File: src/rtl/punc_mem_resp.sv
`default_nettype none
// ============================================================================
// Module      : punc_mem_resp
// Description : Single-port 16-bit word memory behind a valid/ready request
//               and response handshake. Each request waits WAIT cycles
//               before its response is presented. The response is held
//               until the processor consumes it.
//               Optional macro PUNC_MEM_ADDR_CHECK_EN enables address range
//               checking. An out-of-range access sets rsp_err, suppresses
//               any write and returns zero read data. Without the macro,
//               addresses wrap modulo DEPTH.
// Revision    : 1.0  initial release
// ============================================================================
module punc_mem_resp #(
    parameter int DEPTH = 256,
    parameter int WAIT  = 2
) (
    input  logic        clk,
    input  logic        rst,
    input  logic        req_valid,
    output logic        req_ready,
    input  logic        req_we,
    input  logic [15:0] req_addr,
    input  logic [15:0] req_wdata,
    output logic        rsp_valid,
    input  logic        rsp_ready,
    output logic [15:0] rsp_rdata,
    output logic        rsp_err
);

    localparam int         AW         = (DEPTH > 1) ? $clog2(DEPTH) : 1;
    localparam logic [3:0] C_CNT_LOAD = (WAIT > 0) ? 4'(WAIT - 1) : 4'd0;

    typedef enum logic [1:0] {
        S_IDLE = 2'd0,
        S_WAIT = 2'd1,
        S_RESP = 2'd2
    } state_t;

    state_t          r_state;
    logic [3:0]      r_cnt;
    logic            r_we;
    logic [AW-1:0]   r_idx;
    logic            r_oor;
    logic            r_rsp_valid;
    logic [15:0]     r_rsp_rdata;
    logic            r_rsp_err;
    logic [15:0]     r_mem [DEPTH];

    logic [AW-1:0]   w_idx;
    logic            w_accept;
    logic            w_oor;

    assign w_idx    = req_addr[AW-1:0];
    assign w_accept = (r_state == S_IDLE) && req_valid;

`ifdef PUNC_MEM_ADDR_CHECK_EN
    // Any address bit above the index range marks the access as out of range
    assign w_oor = |(req_addr >> AW);
`else
    // High address bits are dropped so accesses wrap modulo DEPTH
    logic w_unused_addr_hi;
    assign w_unused_addr_hi = |(req_addr >> AW);
    assign w_oor            = 1'b0;
`endif

    // Ready is a pure state decode so it has no path from any input
    assign req_ready = (r_state == S_IDLE);
    assign rsp_valid = r_rsp_valid;
    assign rsp_rdata = r_rsp_rdata;
    assign rsp_err   = r_rsp_err;

    // Array write on the accept edge; a write coinciding with reset is dropped
    always_ff @(posedge clk) begin
        if (!rst && w_accept && req_we && !w_oor) begin
            r_mem[w_idx] <= req_wdata;
        end
    end

    // Request/wait/response sequencing with registered response outputs
    always_ff @(posedge clk) begin
        if (rst) begin
            r_state     <= S_IDLE;
            r_cnt       <= 4'd0;
            r_we        <= 1'b0;
            r_idx       <= '0;
            r_oor       <= 1'b0;
            r_rsp_valid <= 1'b0;
            r_rsp_rdata <= 16'h0000;
            r_rsp_err   <= 1'b0;
        end else begin
            case (r_state)
                S_IDLE: begin
                    if (req_valid) begin
                        r_we  <= req_we;
                        r_idx <= w_idx;
                        r_oor <= w_oor;
                        if (WAIT > 0) begin
                            r_state <= S_WAIT;
                            r_cnt   <= C_CNT_LOAD;
                        end else begin
                            // Zero wait states: the response is captured
                            // straight from the request inputs
                            r_state     <= S_RESP;
                            r_rsp_valid <= 1'b1;
                            r_rsp_rdata <= (req_we || w_oor) ? 16'h0000 : r_mem[w_idx];
                            r_rsp_err   <= w_oor;
                        end
                    end
                end
                S_WAIT: begin
                    if (r_cnt == 4'd0) begin
                        r_state     <= S_RESP;
                        r_rsp_valid <= 1'b1;
                        r_rsp_rdata <= (r_we || r_oor) ? 16'h0000 : r_mem[r_idx];
                        r_rsp_err   <= r_oor;
                    end else begin
                        r_cnt <= r_cnt - 4'd1;
                    end
                end
                S_RESP: begin
                    if (rsp_ready) begin
                        r_state     <= S_IDLE;
                        r_rsp_valid <= 1'b0;
                    end
                end
                default: begin
                    r_state     <= S_IDLE;
                    r_rsp_valid <= 1'b0;
                end
            endcase
        end
    end

endmodule
`default_nettype wire

File: config.mk
export PLATFORM = sky130hd
export DESIGN_NAME = punc_mem_resp
export DESIGN_NICKNAME = d
export VERILOG_FILES = /design/src/rtl/punc_mem_resp.sv
export SDC_FILE = /design/constraint.sdc
export NUM_CORES = 2
export LEC_CHECK = 0
export BUFFER_PORTS_ARGS = -buffer_cell sky130_fd_sc_hd__buf_2
export CORE_ASPECT_RATIO = 0.7
export CORE_MARGIN = 5
export CORE_UTILIZATION = 50
export CTS_CLUSTER_SIZE = 12
export DETAILED_ROUTE_END_ITERATION = 6
export PLACE_DENSITY_LB_ADDON = 0.1
export RECOVER_POWER = 100
export SYNTH_ARGS = -nofsm -noshare
export SYNTH_HDL_FRONTEND = slang
export SYNTH_SLANG_ARGS = --single-unit
File: constraint.sdc
create_clock -name clk -period 3 [get_ports clk]
set_input_delay 0.15 -clock clk [delete_from_list [all_inputs] [get_ports clk]]
set_output_delay 0.15 -clock clk [all_outputs]
set_load 0.005 [all_outputs]
==> metrics.md <==
| Metric | Value |
|---|---|
| Status | finished with violations |
| Failing checks | max-capacitance violations, max-slew violations, negative setup slack |
| DR WL/cell | 38.6 um |
| Register area share after synthesis | 78.0% |
| Cells on worst reg2reg path | 11 |
| Post-Synth XOR/XNOR Area | 0.0110% |
| Max Freq | 301 MHz |
| Unrepaired setup endpoints after global routing | yes |
| Clock sink count | 4136 |
| Max_slew headroom | -127% |
| Biggest area consumer among synthesized cells | edfxtp_1 |
| Largest net degree at the start of global routing | 125 |
| Max-cap violations | 16 |
| Setup WS pre-CTS | -884 ps |
| Hold Path Cell Cnt | 5 |
| Grt total ovfl | 0 |
| Area grow syn2layout | 18.8% |
| Pwr/cell area | 644 nW/um^2 |
| Crit. End Element | flop |
| Area share of the largest cell type after synthesis | 77.5% |
| CP arrival | 4120 ps |
| Die width | 683 um |
| R2r endpoint | rsp_rdata[15] |
| Ports | 56 |
| Vias | 86355 |
| EDFF count, synth | 4096 |
| Fin crit share | 111% |
| Worst VDD drop | 0.000518 V |
| Routed Wire Length | 507000 um |
| Share of layout cells above drive strength 1 | 34.8% |
| Vias in the first global route | 82474 |
| Inserted Clock Buffers | 407 |
| Synth Cell Area | 159000 um^2 |
| Drt drc | 0 |
| Cell with the most instances after synthesis | edfxtp_1 |
| Synth Area in Adders | 0.00789% |
| Initial core utilization | 50.1% |
| Antenna-violating nets left | 0 |
| Post-route cell area | 188000 um^2 |
| Core ar. | 317000 um^2 |
| Nets | 8761 |
| Site Rows | 173 |
| Distinct cells, synth | 80 |
| Avg Synthesized Cell Area | 21.9 um^2 |
| Kind of critical path | flop to flop |
| Global-route wire length before repair | 689000 um |
| Largest cells by area after synthesis | edfxtp_1, mux4_2, mux2i_1 |
| # setup viols final | 628 |
| Die Y | 481 um |
| Synth Instances | 7260 |
| Pleak | 59.2 nW |
| Dpl hpwl | 328000 um |
| Synth Net Count | 7298 |
| Leading cell types by count after synthesis | edfxtp_1, mux4_2, nor2_1 |
| Post-synthesis mux area share | 15.0% |
| Measured slew at the worst slew-check pin | 3410 ps |
| Antenna violations before repair | 39 |
| Synth warn | 0 |
| Hold path endpoint | r_state[1] |
| Synth Register Bits | 4136 |
| Total Die Area | 329000 um^2 |
| Hold Crit Class | input port to flop |
| Iteration-0 DRC count of the detailed router | 13698 |
| Layout fillers | 22684 |
| Worst R2R Setup Slack | -320 ps |
| # port buffers | 46 |
| Post-synth top flop | edfxtp_1 |
| Clk Latency, worst-skew pair | 930 ps |
| Pre-antenna DRT Iters | 5 |
| Post-DP Area | 176000 um^2 |
| Simple-gate share of the synthesized area | 2.29% |
| Crit-path max FO | 8 |
| Hold path startpoint | rsp_ready |
| Final WS setup | -324 ps |
| Hold Violations, Final | 0 |
| TritonCTS clock tree | built |
| Clk root buf | clkbuf_16 |
| Largest family of logic cells by synthesized area | multiplexers |
| WP data required | 3800 ps |
| Post-synthesis compound-gate area fraction | 3.04% |
| Final TNS setup | -43280 ps |
| Post-layout minimum cycle time | 3320 ps |
| Clock buffer depth | 4 |
| Fraction of registers with async set/reset | 0% |
| H-Tree Level Count | 5 |
| Final Max Slew Viols | 1097 |
| Tot GR Track Use | 30.3% |
| Reg clk slew, reported paths | 60 ps |
| Worst Clk Skew | 55.9 ps |
| RePlAce Congestion | 0.917 |
| Worst Setup Start Kind | flop |
| Via-to-Cell Ratio | 6.57 |
-- state kept, by name, indices dropped and copies added (netlist names), named ones only --
| register | flops |
|---|---|
| r_cnt | 4 |
| r_mem | 4096 |
| r_idx | 8 |
| rsp_rdata | 16 |
| rsp_valid | 1 |
| r_we | 1 |
| r_state | 2 |
-- placed cells by master, fill, tap and decap left out, types with 17 or more instances in the layout --
master         count
mux2_2            24
buf_12           167
a22oi_1          100
nor2_2            20
buf_6             70
o221ai_1          45
clkbuf_4         150
dfxtp_1           33
mux2i_1          226
o22ai_1          115
nor2_1           303
a22oi_2           35
dlygate4sd3_1     33
o22ai_2           17
clkbuf_2         105
nor3_1            49
o211ai_1          21
a21oi_1           81
o21ai_0           50
buf_4            830
clkbuf_1         173
clkbuf_16        418
nand2b_1          17
buf_2             28
nand3_1           34
edfxtp_1        4096
buf_16            24
mux4_2           938
nand4_1           17
nor2b_1           25
nand2_1          161
clkinv_1          38
a31oi_1           19
-- critical path, cell delays in order, from the launching register on --
cell,delay (ps)
dfxtp_4,460
buf_12,200
buf_16,160
buf_12,120
buf_12,100
mux4_2,530
mux2i_4,290
nor2_4,90
a2111o_1,520
o211ai_1,470
buf_4,200
a32oi_1,50
-- power breakdown --
part / switching [mW] / internal, mW
clock network: 20.9 / 25.5
logic: 6.84 / 4.54
registers: 0.0883 / 63.6
total: 27.8 / 93.6
-- stage by stage --
stage | total power, mW | instances | hold WS (ps) | util (%)
3_5_place_dp | 75.1 | 12326 | 425 | 55.5
6_report | 121 | 13147 | 107 | 59.5
5_1_grt | 125 | 13132 | 109 | 59.5
3_3_place_gp | 75.0 | 12326 | 419 | 55.5
2_1_floorplan | 69.2 | 7260 | 249 | -
4_1_cts | 121 | 13044 | 45.8 | 59.9
-- repair_timing --
| item | in CTS | in global routing |
|---|---|---|
| endpoints found under the setup margin | 16 | 127 |
| endpoints found under the hold margin | 1929 | 0 |
| hold buffers | 33 | 0 |
| cloned | 8 | 8 |
| resized for setup | 283 | 200 |
| setup buffers | 67 | 93 |
| pin swaps | 55 | 80 |
-- final cells by class --
| class | instances | area [um^2] | area share, % |
|---|---|---|---|
| diodes | 16 | 40.0 | 0.0212 |
| clock buffers | 543 | 10800 | 5.75 |
| clock inverters | 74 | 634 | 0.337 |
| inverters | 12 | 50.0 | 0.0266 |
| multi-input cells | 2687 | 34000 | 18.1 |
| flip-flops and latches | 4136 | 124000 | 65.7 |
| well taps | 4200 | 5260 | 2.79 |
| repair buffers | 1479 | 13800 | 7.30 |
-- per-layer routing --
metal / GRT usage (%) / part of all wire (%) / vias to the layer above
met2: 40.7 / 41 / 5648
met5: 0 / 0.038 / -
met3: 10.1 / 15 / 742
met4: 8.49 / 3.2 / 12
li1: - / - / 33670
met1: 47.4 / 41 / 46283
-- worst max path at each step --
| stage | startpoint | to | slack, ps |
|---|---|---|---|
| floorplan | r_state[0] | r_mem[118][0] | 240 |
| global placement | flop | rsp_rdata[6] | -900 |
| detailed placement | flop | rsp_rdata[6] | -880 |
| CTS | flop | rsp_rdata[0] | -270 |
| global route | flop | rsp_rdata[15] | -310 |
| finish | flop | rsp_rdata[15] | -320 |
-- cells by family after synthesis --
group,count (synthesis)
simple gates,790
fa+ha+maj,1
mux,1198
flops,4136
other cells,1
xor+xnor,2
compound gates,695
buf+inv,437
Note: power is estimated with default switching activity, not from simulation.
